`src/rtl/onoc_pkg.sv`:
```
// Shared types and constants for the optical token-ring transmit path.
// Holds the transmit FSM state encoding and the default flit width.
package onoc_pkg;

  localparam int ONOC_FLIT_W = 32;

  typedef enum logic [1:0] {
    IDLE = 2'd0,
    TX   = 2'd1,
    REL  = 2'd2
  } tx_state_e;

  typedef logic [ONOC_FLIT_W-1:0] flit_t;

endpackage

```
`src/rtl/onoc_sync_fifo.sv`:
```
// Purpose : single-clock FIFO buffering ingress flits for the token-ring transmitter.
// Latency : a pushed flit is visible at head the cycle after the push.
// Backpr. : full/empty are registered; push while full and pop while empty are ignored.
// Ports   : clk, rst (async, active-high); push/push_data write side;
//           pop/head read side (head valid when !empty); count/full/empty status.
module onoc_sync_fifo #(
  parameter int DATA_W = 32,
  parameter int DEPTH  = 8
) (
  input  logic                       clk,
  input  logic                       rst,
  input  logic                       push,
  input  logic [DATA_W-1:0]          push_data,
  input  logic                       pop,
  output logic [DATA_W-1:0]          head,
  output logic [$clog2(DEPTH):0]     count,
  output logic                       full,
  output logic                       empty
);

  localparam int AW = $clog2(DEPTH);
  localparam logic [AW:0] DEPTH_C = DEPTH[AW:0];

  logic [DATA_W-1:0] mem [DEPTH];
  logic [AW-1:0]     wr_ptr;
  logic [AW-1:0]     rd_ptr;
  logic              push_ok;
  logic              pop_ok;

  assign push_ok = push && !full;
  assign pop_ok  = pop && !empty;

  // DEPTH is a power of two, so the pointers wrap modulo DEPTH naturally.
  always_ff @(posedge clk or posedge rst) begin
    if (rst) begin
      wr_ptr <= '0;
      rd_ptr <= '0;
      count  <= '0;
    end else begin
      if (push_ok) wr_ptr <= wr_ptr + 1'b1;
      if (pop_ok)  rd_ptr <= rd_ptr + 1'b1;
      count <= count + {{AW{1'b0}}, push_ok} - {{AW{1'b0}}, pop_ok};
    end
  end

  // Storage needs no reset: head is only consumed while the FIFO is non-empty.
  always_ff @(posedge clk) begin
    if (push_ok) mem[wr_ptr] <= push_data;
  end

  assign head  = mem[rd_ptr];
  assign full  = (count == DEPTH_C);
  assign empty = (count == '0);

endmodule

```
`src/rtl/onoc_token_tx_node.sv`:
```
// Purpose : per-node transmitter; buffers local flits, sends bursts while holding the ring token.
// Latency : grant at t -> first tx_valid at t+1; done at t+1+k (k flits, 0..MAX_BURST).
// Backpr. : in_ready low while the FIFO is full (even with a same-cycle pop); channel never stalls.
// Ports   : clk, rst (async, active-high); in_valid/in_ready/in_data ingress;
//           grant in, request/done out to the arbiter; tx_valid/tx_data channel;
//           count occupancy, flits_sent wrapping counter, err sticky grant-loss flag.
module onoc_token_tx_node
  import onoc_pkg::*;
#(
  parameter int DATA_W     = ONOC_FLIT_W,
  parameter int FIFO_DEPTH = 8,
  parameter int MAX_BURST  = 4
) (
  input  logic                          clk,
  input  logic                          rst,
  input  logic                          in_valid,
  output logic                          in_ready,
  input  logic [DATA_W-1:0]             in_data,
  input  logic                          grant,
  output logic                          request,
  output logic                          done,
  output logic                          tx_valid,
  output logic [DATA_W-1:0]             tx_data,
  output logic [$clog2(FIFO_DEPTH):0]   count,
  output logic [15:0]                   flits_sent,
  output logic                          err
);

  localparam int CW = $clog2(FIFO_DEPTH) + 1;
  localparam int BW = $clog2(MAX_BURST) + 1;
  localparam logic [BW-1:0] LAST_BEAT = BW'(MAX_BURST - 1);
  localparam logic [CW-1:0] ONE_FLIT  = CW'(1);

  tx_state_e         state;
  tx_state_e         state_nxt;
  logic [BW-1:0]     burst_cnt;
  logic              push;
  logic              pop;
  logic              grant_lost;
  logic              fifo_full;
  logic              fifo_empty;
  logic [DATA_W-1:0] head;

  // in_ready comes from the registered count, so a pop in the same cycle
  // does not open a slot until the following cycle.
  assign in_ready = !fifo_full;
  assign push     = in_valid && in_ready;
  assign request  = !fifo_empty;
  assign tx_data  = tx_valid ? head : '0;

  onoc_sync_fifo #(
    .DATA_W (DATA_W),
    .DEPTH  (FIFO_DEPTH)
  ) u_fifo (
    .clk       (clk),
    .rst       (rst),
    .push      (push),
    .push_data (in_data),
    .pop       (pop),
    .head      (head),
    .count     (count),
    .full      (fifo_full),
    .empty     (fifo_empty)
  );

  always_comb begin
    state_nxt  = state;
    pop        = 1'b0;
    tx_valid   = 1'b0;
    done       = 1'b0;
    grant_lost = 1'b0;
    case (state)
      // Decision uses the registered count; a push arriving with grant is not seen yet.
      IDLE: begin
        if (grant) state_nxt = fifo_empty ? REL : TX;
      end
      TX: begin
        if (!grant) begin
          state_nxt  = IDLE;
          grant_lost = 1'b1;
        end else begin
          tx_valid = 1'b1;
          pop      = 1'b1;
          // Release on burst limit, or when this pop drains the FIFO with nothing arriving.
          if (burst_cnt == LAST_BEAT || (count == ONE_FLIT && !push))
            state_nxt = REL;
        end
      end
      REL: begin
        state_nxt = IDLE;
        if (grant) done       = 1'b1;
        else       grant_lost = 1'b1;
      end
      default: state_nxt = IDLE;
    endcase
  end

  always_ff @(posedge clk or posedge rst) begin
    if (rst) begin
      state      <= IDLE;
      burst_cnt  <= '0;
      flits_sent <= '0;
      err        <= 1'b0;
    end else begin
      state <= state_nxt;
      if (state == IDLE)
        burst_cnt <= '0;
      else if (pop)
        burst_cnt <= burst_cnt + 1'b1;
      if (pop)
        flits_sent <= flits_sent + 16'd1;
      if (grant_lost)
        err <= 1'b1;
    end
  end

endmodule

```
`config.mk`:
```
export PLATFORM = sky130hd
export DESIGN_NAME = onoc_token_tx_node
export DESIGN_NICKNAME = d
export VERILOG_FILES = /design/src/rtl/onoc_pkg.sv /design/src/rtl/onoc_sync_fifo.sv /design/src/rtl/onoc_token_tx_node.sv
export SDC_FILE = /design/constraint.sdc
export NUM_CORES = 1
export LEC_CHECK = 0
export CAP_MARGIN = 20
export CORE_UTILIZATION = 45
export CTS_BUF_LIST = sky130_fd_sc_hd__clkbuf_8
export DETAILED_ROUTE_END_ITERATION = 8
export PLACE_DENSITY_LB_ADDON = 0.1
export SETUP_SLACK_MARGIN = 0.02
export SLEW_MARGIN = 0
export SYNTH_ARGS = -nofsm -noshare
export SYNTH_HDL_FRONTEND = slang
export SYNTH_SLANG_ARGS = --single-unit
```
`constraint.sdc`:
```
create_clock -name clk -period 3.4 [get_ports clk]
set_input_delay 0.34 -clock clk [delete_from_list [all_inputs] [get_ports clk]]
set_output_delay 0.34 -clock clk [all_outputs]
set_load 0.1 [all_outputs]
```
Word-level counts from Yosys, hierarchy flattened
Memory sizes are Yosys's and may differ from the RTL's.
Cells that the tools add are included.
- memories kept: 1
- output and inout port bits: 57
- bits in writable memories: 256
- logic and storage cells: 49
- bits in registers: 32
- $add $sub $neg: 6
- reductions and logical operators: 13
- equality and inequality tests: 7
- mux-type cells: 15
- memory list (name ; words ; bits a word ; read ports ; clocked after memory_dff ; write ports ; RTL line ; text):
    u_fifo.mem ; 8 ; 32 ; 1 ; 0 ; 1 ; onoc_sync_fifo.sv:24 ; logic [DATA_W-1:0] mem [DEPTH];
- operators with widths (cell ; number):
    $mux W32 ; 1
    $add A16 B1 Y16 const B ; 1
    $add A3 B1 Y3 const B ; 3
    $mux W2 ; 4
    $mux W1 ; 7
    $mux W3 ; 2
    $add A4 B1 Y4 ; 1
    $eq A4 B1 Y1 const B ; 1
    $eq A4 B4 Y1 const B ; 1
    $logic_and A1 B1 Y1 ; 4
    $logic_not A4 Y1 ; 1
    $pmux W2 S2 ; 1
    $sub A4 B1 Y4 ; 1
    $eq A3 B2 Y1 const B ; 1
    $logic_not A1 Y1 ; 3
    $ne A3 B3 Y1 const B ; 1
    $eq A2 B1 Y1 const B ; 1
    $eq A2 B2 Y1 const B ; 1
    $logic_not A2 Y1 ; 1
    $ne A2 B2 Y1 const B ; 1
    $reduce_and A2 Y1 ; 1
    $reduce_bool A2 Y1 ; 1
    $reduce_or A2 Y1 ; 1
    $logic_or A1 B1 Y1 ; 1

Logic depth before layout (Yosys ltp)
Gate-level depths: netlist of run 1.
- word-level depth: 9
- depth in mapped cells: 12

By module
Synthesis of run 1 repeated with hierarchy kept, for this count alone.
- cells, all modules: 563
- area, all modules: 11589.9 um^2
- modules (own cells, without submodules) (module ; seq. area each (um^2) ; area each (um^2) ; cells an instance ; instances):
    onoc_sync_fifo ; 7937.6 ; 10323.7 ; 429 ; 1
    onoc_token_tx_node ; 550.5 ; 1266.2 ; 134 ; 1

Least setup slack after synthesis of run 1
No wires, ideal clock.
- kind: register -> register
- start: reg u_fifo.count[2]
- end: mem u_fifo.mem[0][0] (enable)
- period minus slack after synthesis: 5.226 ns
- stages on the path, launching flop included: 8
- slack: -1.826 ns
- required time: 2.939 ns
- arrival time: 4.765 ns
- library setup time: 0.461 ns
- path through: dfrtp_1 inv_1 ha_1 or3b_1 nand2_1 inv_2 nand2b_1 nor3_1
- word-level cells in the longest chain between the ends: 6
- RTL lines (item ; RTL line ; text):
    from (decl) ; onoc_sync_fifo.sv:16 ; output logic [$clog2(DEPTH):0] count,
    from (signal assigned) ; onoc_sync_fifo.sv:42 ; count <= count + {{AW{1'b0}}, push_ok} - {{AW{1'b0}}, pop_ok};
    $eq A4 B4 Y1 * ; onoc_sync_fifo.sv:52 ; assign full = (count == DEPTH_C);
    $logic_not A1 Y1 * ; onoc_token_tx_node.sv:46 ; assign in_ready = !fifo_full;
    via in_ready ; onoc_token_tx_node.sv:17 ; output logic in_ready,
    $logic_and A1 B1 Y1 ; onoc_token_tx_node.sv:47 ; assign push = in_valid && in_ready;
    $logic_and A1 B1 Y1 * ; onoc_sync_fifo.sv:30 ; assign push_ok = push && !full;
    via u_fifo.push_ok ; onoc_sync_fifo.sv:27 ; logic push_ok;
    $mux W1 * ; onoc_sync_fifo.sv:48 ; if (push_ok) mem[wr_ptr] <= push_data;
    $mux W1 (not written as such) * ; onoc_sync_fifo.sv:48 ;
    to (decl) ; onoc_sync_fifo.sv:24 ;
The timed path passes the listed nets; every way through them passes the cells marked *.

Worst setup path in the final report of run 1
- start: reg u_fifo.rd_ptr[1]
- end: out tx_data[6]
- word-level cells in the longest chain between the ends: 2
- RTL lines (item ; RTL line ; text):
    from (decl) ; onoc_sync_fifo.sv:26 ; logic [AW-1:0] rd_ptr;
    from (signal assigned) ; onoc_sync_fifo.sv:41 ; if (pop_ok) rd_ptr <= rd_ptr + 1'b1;
    $mem_v2 Z8 W32 ; n/a ;
    $mux W32 ; onoc_token_tx_node.sv:49 ; assign tx_data = tx_valid ? head : '0;
    to (decl) ; onoc_token_tx_node.sv:23 ; output logic [DATA_W-1:0] tx_data,
No other way between the ends.

==> impl_summary.log, run 1 <==
[metrics] Final Skew: 0.0168 ns
[metrics] post-detailed-placement half-perimeter wirelength: 14300 um
[metrics] Synth Net Count: 726
[metrics] number of setup buffers added after CTS: 0
[metrics] kind of end point of the critical path: primary output
[metrics] # DRC: 0
[metrics] number of buffers added by the clock tree synthesis step: 47
[metrics] number of design-rule violations left by the first detailed-router iteration: 349
[metrics] Vert. Die Dim: 163 um
[metrics] Critical-path top delay cell: sky130_fd_sc_hd__dfrtp_4
[metrics] clock latency on the worst-skew pair: 0.54 ns
[metrics] maximum number of buffers from clock root to sink: 3
[metrics] initial antenna violation count: 0
[metrics] startpoint type of the worst setup path: flip-flop
[metrics] critical path data required time: 3.06 ns
[metrics] number of standard cells after synthesis: 675
[metrics] cell taking the most area after synthesis: sky130_fd_sc_hd__edfxtp_1
[metrics] antenna-violating nets left: 0
[metrics] Bufs and invs on worst path: 2
[metrics] number of enable-type register cells in the synthesized netlist: 256
[metrics] Internal Dissipation: 7.70 mW
[metrics] WL/cell: 20.5 um
[metrics] Synth Cell Area: 0.0117 mm^2
[metrics] worst r2r dst: u_fifo.mem[5][13]
[metrics] number of setup violations in the final report: 0
[metrics] worst-case reg-to-reg path depth: 8
[metrics] top-area cell type share of the netlist area: 65.6%
[metrics] average cell area after synthesis: 17.4 um^2
[metrics] TritonCTS Sinks: 288
[metrics] worst setup slack for register-to-register paths: 0.89 ns
[metrics] final weighted congestion in routability-driven placement: 0.743
[metrics] chain of cells forming the critical path: buf_4 > mux2i_1 > a22o_1 > a211oi_2 > buf_12
[metrics] fraction of final layout cells sized beyond drive strength 1: 23.3%
[metrics] Min-Delay Path Class: input pin to asynchronous set/reset pin
[metrics] ys async rst share: 11.1%
[metrics] beginning of the worst register-to-register path: u_fifo.count[2]
[metrics] vias after detailed routing: 6211
[metrics] source of the critical timing path: u_fifo.rd_ptr[1]
[metrics] largest driver fanout on the critical path: 32
[metrics] vias per std cell: 5.31
[metrics] share of total power in sequential cells: 39.0%
[metrics] maximum number of pins on one net before global-route repair: 35
[metrics] effective utilization at floorplan: 46.2%
[metrics] TritonCTS clock tree: done
[metrics] pre-CTS setup slack: 0.611 ns
[metrics] net switching fraction of the power: 37.0%
[metrics] Yosys warning count: 0
[metrics] number of different library cells in the post-synthesis netlist: 43
[metrics] number of synthesized register bits: 288
[metrics] overall track demand over capacity in global routing: 18.5%
[metrics] final cycle utilization of the critical path: 88.1%
[metrics] Min Clock Period, post-route: 2.99 ns
[metrics] GRT overflow: 0
[metrics] Max-cap violations: 0
[metrics] clock network fraction of total power: 23.5%
[metrics] port bufs: 92
[metrics] final hold violation count: 0
[metrics] maximum vdd drop: 0.498 mV
[metrics] worst setup slack after layout: 0.406 ns
[metrics] fin nets: 860
[metrics] Worst Tran Pin Value: 1.00 ns
[metrics] hold slack final: 0.323 ns
[metrics] final cell count without fillers: 1170
[metrics] cell area reported after detailed placement: 0.0136 mm^2
[metrics] Critical Path AT: 2.65 ns
[metrics] category of the critical setup timing path: flip-flop to primary output
[metrics] leakage component of the power: 5.24 nW
[metrics] H-tree levels: 2
[metrics] layout overhead on the synthesized area: 23.5%
[metrics] post-route cell area: 0.0145 mm^2
[metrics] most area-consuming cells after synthesis: sky130_fd_sc_hd__edfxtp_1, sky130_fd_sc_hd__mux2i_1, sky130_fd_sc_hd__dfrtp_1
[metrics] Max Slew Vio Count: 0
[metrics] vias in the first global route: 6414
[metrics] Pwr per Cell Area: 845 mW/mm^2
[metrics] number of inserted diodes: 0
[metrics] fraction of the yosys area taken by sequential cells: 72.4%
[metrics] Placed Instances: 1090
[metrics] family with the most delay on the worst path: flip-flops
[metrics] floorplan row count: 58
[metrics] dominant synthesized flop cell: sky130_fd_sc_hd__edfxtp_1
[metrics] area of the die: 0.0267 mm^2
[metrics] first-pass GRT wire length: 36700 um
[metrics] # IOs: 93
[metrics] TNS Setup: 0 ns
[metrics] power after layout: 12.2 mW
[metrics] result of the run: complete, no violations
[metrics] placeable core region: 0.0254 mm^2
[metrics] switching pwr: 4.52 mW
[metrics] fraction of power consumed by combinational cells: 37.4%
[metrics] DRT Pass-1 Iters: 4
[metrics] Die Span X: 163 um
[metrics] final wirelength: 24000 um
[metrics] number of cells upsized or downsized after cts: 0
[metrics] slew margin rel.: 32.8%
[metrics] clock transition at the registers of the reported paths: 0.06 ns
[metrics] # hold bufs at CTS: 0
[metrics] clock tree root driver cell: sky130_fd_sc_hd__clkbuf_8
[metrics] largest incremental delay on the critical path: 0.78 ns
[metrics] final design utilization: 57.0%
[metrics] RSZ-0062 raised after global routing: false
[metrics] top achievable clock speed: 334 MHz
## sequential cells by signal (all words and copies together) (netlist names)
| register | cells |
|---|---|
| state | 2 |
| u_fifo.count | 4 |
| u_fifo.rd_ptr | 3 |
| u_fifo.wr_ptr | 3 |
| err | 1 |
| burst_cnt | 3 |
| flits_sent | 16 |
| u_fifo.mem | 256 |
## metal layers
layer  vias up  share of wire (%)  global-route usage, %
met4         0                1.6                   4.97
met3        35                4.2                   3.30
met2       163                 52                   33.0
li1       2892                  -                      -
met5         -                  0                      0
met1      3121                 42                   22.9
## synth_stat cells, types with 7 or more instances
cell and number:
sky130_fd_sc_hd__edfxtp_1 256, sky130_fd_sc_hd__mux2i_1 96, sky130_fd_sc_hd__a22o_1 33, sky130_fd_sc_hd__dfrtp_1 32, sky130_fd_sc_hd__a211oi_2 30, sky130_fd_sc_hd__o21ai_0 21
sky130_fd_sc_hd__mux2_2 20, sky130_fd_sc_hd__nand2_1 20, sky130_fd_sc_hd__inv_1 15, sky130_fd_sc_hd__clkbuf_1 14, sky130_fd_sc_hd__ha_1 14, sky130_fd_sc_hd__nor2_1 13
sky130_fd_sc_hd__xnor2_1 13, sky130_fd_sc_hd__mux2_1 12, sky130_fd_sc_hd__o21ai_1 12, sky130_fd_sc_hd__buf_4 8, sky130_fd_sc_hd__xor2_1 8, sky130_fd_sc_hd__buf_2 7
## layout make-up
class,count,area (um^2)
clock inverter,32,240
fill,1975,10900
timing repair buffer,119,1540
sequential,288,8490
clock buffer,48,661
multi-input combinational,336,3060
inverter,17,63.8
tap,330,413
## power groups by stage
| stage | combinational, mW | sequential (mW) | clock, mW |
|---|---|---|---|
| 6_report | 4.58 | 4.77 | 2.88 |
| 3_5_place_dp | 4.63 | 4.85 | 0 |
| 4_1_cts | 4.64 | 4.78 | 2.95 |
| 2_1_floorplan | 2.95 | 5.04 | 0 |
| 3_3_place_gp | 4.58 | 4.81 | 0 |
| 5_1_grt | 4.83 | 4.83 | 3.11 |
## worst max path at each step
stage                        to  slack [ns]  depth (start not counted)
2_1_floorplan  u_fifo.mem[0][0]        0.07                          6
3_3_place_gp    u_fifo.count[1]        0.65                         10
3_5_place_dp    u_fifo.count[2]        0.61                         10
4_1_cts              tx_data[6]        0.33                          5
5_1_grt              tx_data[4]        0.26                          5
6_report             tx_data[6]        0.41                          5
## cell usage in the layout (no fill, tap or decap), types with 6 or more instances in the layout
master / instances
sky130_fd_sc_hd__a211oi_2: 32
sky130_fd_sc_hd__a22o_1: 33
sky130_fd_sc_hd__buf_12: 40
sky130_fd_sc_hd__buf_4: 21
sky130_fd_sc_hd__clkbuf_8: 48
sky130_fd_sc_hd__clkdlybuf4s50_1: 58
sky130_fd_sc_hd__dfrtp_1: 29
sky130_fd_sc_hd__edfxtp_1: 256
sky130_fd_sc_hd__ha_1: 14
sky130_fd_sc_hd__inv_1: 31
sky130_fd_sc_hd__mux2_1: 12
sky130_fd_sc_hd__mux2_2: 20
sky130_fd_sc_hd__mux2i_1: 96
sky130_fd_sc_hd__nand2_1: 20
sky130_fd_sc_hd__nor2_1: 7
sky130_fd_sc_hd__nor2_4: 6
sky130_fd_sc_hd__o21ai_0: 21
sky130_fd_sc_hd__o21ai_1: 12
sky130_fd_sc_hd__xnor2_1: 13
sky130_fd_sc_hd__xor2_1: 8
## cell families (layout without fill, tap and decap cells)
| family | Yosys count | after routing | synth area share [%] |
|---|---|---|---|
| AO/OA/AOI/OAI | 105 | 105 | 7.55 |
| XOR/XNOR | 21 | 21 | 1.57 |
| adder cells (fa/ha/maj) | 15 | 15 | 1.67 |
| buffers and inverters | 51 | 216 | 2.28 |
| flip-flops | 288 | 288 | 72.4 |
| multiplexers | 129 | 129 | 11.4 |
| AND/OR/NAND/NOR | 66 | 66 | 3.13 |
Note: power is estimated with default switching activity, not from simulation.
==> run 2, diff against run 1 <==
- CELL_PAD_IN_SITES_DETAIL_PLACEMENT: default -> 2
- CELL_PAD_IN_SITES_GLOBAL_PLACEMENT: default -> 2
- CORE_UTILIZATION: 45 -> 41
==> run 2 against run 1 <==
Compared with the run above: combinational power rose by 3%; cell area up 0.20%; hold slack worse by 0.17 ns; non-clock buffer count unchanged; count of clock-buffer cells in the layout grew 4; sequential power grew 1%; first-iteration DRC count decreased by 4.6%; clock power shrank 3%; clock skew grew 0.018 ns; setup slack got worse by 0.21 ns.
==> impl_summary.log, run 2 (synthesized netlist as in run 1, its figures left out) <==
[metrics] Vert. Die Dim: 171 um (was 163 um)
[metrics] first-pass GRT wire length: 46200 um (was 36700 um)
[metrics] top achievable clock speed: 312 MHz (was 334 MHz)
[metrics] maximum number of pins on one net before global-route repair: 40 (was 35)
[metrics] final cycle utilization of the critical path: 94.3% (was 88.1%)
[metrics] worst setup slack for register-to-register paths: 0.80 ns (was 0.89 ns)
[metrics] Min Clock Period, post-route: 3.21 ns (was 2.99 ns)
[metrics] GRT overflow: 0 (unchanged)
[metrics] number of design-rule violations left by the first detailed-router iteration: 333 (was 349)
[metrics] Pwr per Cell Area: 852 mW/mm^2 (was 845 mW/mm^2)
[metrics] clock latency on the worst-skew pair: 0.57 ns (was 0.54 ns)
[metrics] vias in the first global route: 7464 (was 6414)
[metrics] Placed Instances: 1138 (was 1090)
[metrics] Min-Delay Path Class: input pin to asynchronous set/reset pin (unchanged)
[metrics] effective utilization at floorplan: 42.0% (was 46.2%)
[metrics] TritonCTS clock tree: done (unchanged)
[metrics] TNS Setup: 0 ns (unchanged)
[metrics] largest registers: u_fifo.mem: 256 flops, flits_sent: 16 flops, u_fifo.count: 4 flops (unchanged)
[metrics] layout overhead on the synthesized area: 23.7% (was 23.5%)
[metrics] clock transition at the registers of the reported paths: 0.06 ns (about the same)
[metrics] Worst Tran Pin Value: 0.980 ns (was 1.00 ns)
[metrics] result of the run: complete, no violations (unchanged)
[metrics] cell area reported after detailed placement: 0.0136 mm^2 (about the same)
[metrics] chain of cells forming the critical path: buf_4 > mux2i_1 > a22o_1 > a211oi_2 > buf_12 (unchanged)
[metrics] vias per std cell: 5.33 (was 5.31)
[metrics] DRT Pass-1 Iters: 4 (unchanged)
[metrics] fill cell count: 2526 (was 1975)
[metrics] largest incremental delay on the critical path: 0.89 ns (was 0.78 ns)
[metrics] number of cells upsized or downsized after cts: 0 (unchanged)
[metrics] number of setup buffers added after CTS: 0 (unchanged)
[metrics] maximum number of buffers from clock root to sink: 3 (unchanged)
[metrics] fin nets: 862 (was 860)
[metrics] placeable core region: 0.0279 mm^2 (was 0.0254 mm^2)
[metrics] fraction of final layout cells sized beyond drive strength 1: 22.7% (was 23.3%)
[metrics] Critical Path AT: 2.87 ns (was 2.65 ns)
[metrics] # IOs: 93 (unchanged)
[metrics] kind of end point of the critical path: primary output (unchanged)
[metrics] critical path data required time: 3.06 ns (about the same)
[metrics] commonest cells after routing, fill and taps aside: sky130_fd_sc_hd__edfxtp_1, sky130_fd_sc_hd__mux2i_1, sky130_fd_sc_hd__clkdlybuf4s50_1 (unchanged)
[metrics] post-detailed-placement half-perimeter wirelength: 18600 um (was 14300 um)
[metrics] clock tree root driver cell: sky130_fd_sc_hd__clkbuf_8 (unchanged)
[metrics] overall track demand over capacity in global routing: 21.6% (was 18.5%)
[metrics] final weighted congestion in routability-driven placement: 0.734 (was 0.743)
[metrics] startpoint type of the worst setup path: flip-flop (unchanged)
[metrics] number of buffers added by the clock tree synthesis step: 49 (was 47)
[metrics] post-route cell area: 0.0145 mm^2 (about the same)
[metrics] Final Skew: 0.0352 ns (was 0.0168 ns)
[metrics] TritonCTS Sinks: 288 (unchanged)
[metrics] slew margin rel.: 34.4% (was 32.8%)
[metrics] final design utilization: 51.9% (was 57.0%)
[metrics] WL/cell: 24.8 um (was 20.5 um)
[metrics] number of setup violations in the final report: 0 (unchanged)
[metrics] leakage component of the power: 5.24 nW (about the same)
[metrics] RSZ-0062 raised after global routing: false (unchanged)
[metrics] final wirelength: 30400 um (was 24000 um)
[metrics] area of the die: 0.0293 mm^2 (was 0.0267 mm^2)
[metrics] # hold bufs at CTS: 0 (unchanged)
[metrics] floorplan row count: 61 (was 58)
[metrics] vias after detailed routing: 6539 (was 6211)
[metrics] # DRC: 0 (unchanged)
[metrics] most common library cell in the layout ignoring fill and taps: sky130_fd_sc_hd__edfxtp_1 (unchanged)
[metrics] Max-cap violations: 0 (unchanged)
[metrics] Critical-path top delay cell: sky130_fd_sc_hd__dfrtp_4 (unchanged)
[metrics] Die Span X: 171 um (was 163 um)
[metrics] final cell count without fillers: 1227 (was 1170)
[metrics] flip-flop count of the largest register after layout: 256 (unchanged)
[metrics] maximum vdd drop: 0.392 mV (was 0.498 mV)
[metrics] number of inserted diodes: 0 (unchanged)
[metrics] largest register by flop count: u_fifo.mem (unchanged)
[metrics] final hold violation count: 0 (unchanged)
[metrics] H-tree levels: 2 (unchanged)
[metrics] category of the critical setup timing path: flip-flop to primary output (unchanged)
[metrics] initial antenna violation count: 0 (unchanged)
[metrics] antenna-violating nets left: 0 (unchanged)
[metrics] largest driver fanout on the critical path: 39 (was 32)
[metrics] Max Slew Vio Count: 0 (unchanged)
[metrics] port bufs: 92 (unchanged)
[metrics] hold slack final: 0.150 ns (was 0.323 ns)
run 2: cell count changes in the layout (fill, tap and decap cells not counted), sizes merged:
| cell | before | now |
|---|---|---|
| clkinv | 10 | 16 |
| clkinvlp | 1 | 0 |
| bufinv | 4 | 0 |
| inv | 34 | 38 |
| clkbuf | 48 | 52 |
run 2: final timing paths:
check / start / end / cells past startpoint
min in group clk: err / err / 1
min: rst / state[0] / 2
max: u_fifo.rd_ptr[1] / tx_data[19] / 5
min reg2reg: err / err / 1
max in group asynchronous: rst / u_fifo.count[1] / 3
max reg2reg: u_fifo.count[2] / u_fifo.mem[7][29] / 8
run 2: critical path, delay by kind of cell (launching register included):
kind            cells  cell delay (ns)
buf+inv             2             0.67
mux                 1             0.14
flops               1             0.89
compound gates      2             0.59
run 2: final cells by class:
type                    instances  area, um^2  area share [%]
multi-input cells             336        3060            21.1
clock inverters                37         154            1.06
repair buffers                119        1540            10.6
well taps                     378         473            3.26
clock buffers                  52         716            4.93
inverters                      17        63.8           0.440
flip-flops and latches        288        8490            58.6
run 2: metrics by stage:
step                      setup slack, ns  power (mW)
after global routing               0.0568        12.9
final                               0.195        12.4
after floorplan                    0.0746        7.99
after global placement              0.711        9.48
after detailed placement            0.608        9.69
after CTS                           0.136        12.5
run 2: where the power goes:
part / internal [mW] / switching [mW] / leakage, nW
Clock: 1.41 / 1.37 / 0.515
Combinational: 1.66 / 3.08 / 2.00
Sequential: 4.44 / 0.393 / 2.73
Total: 7.52 / 4.84 / 5.24
run 2: per-layer routing:
| layer | GRT usage [%] | part of all wire (%) |
|---|---|---|
| met1 | 26.8 | 42 |
| met2 | 38.3 | 52 |
| met3 | 3.70 | 3.7 |
| met4 | 6.68 | 2.6 |
| met5 | 0 | 0 |
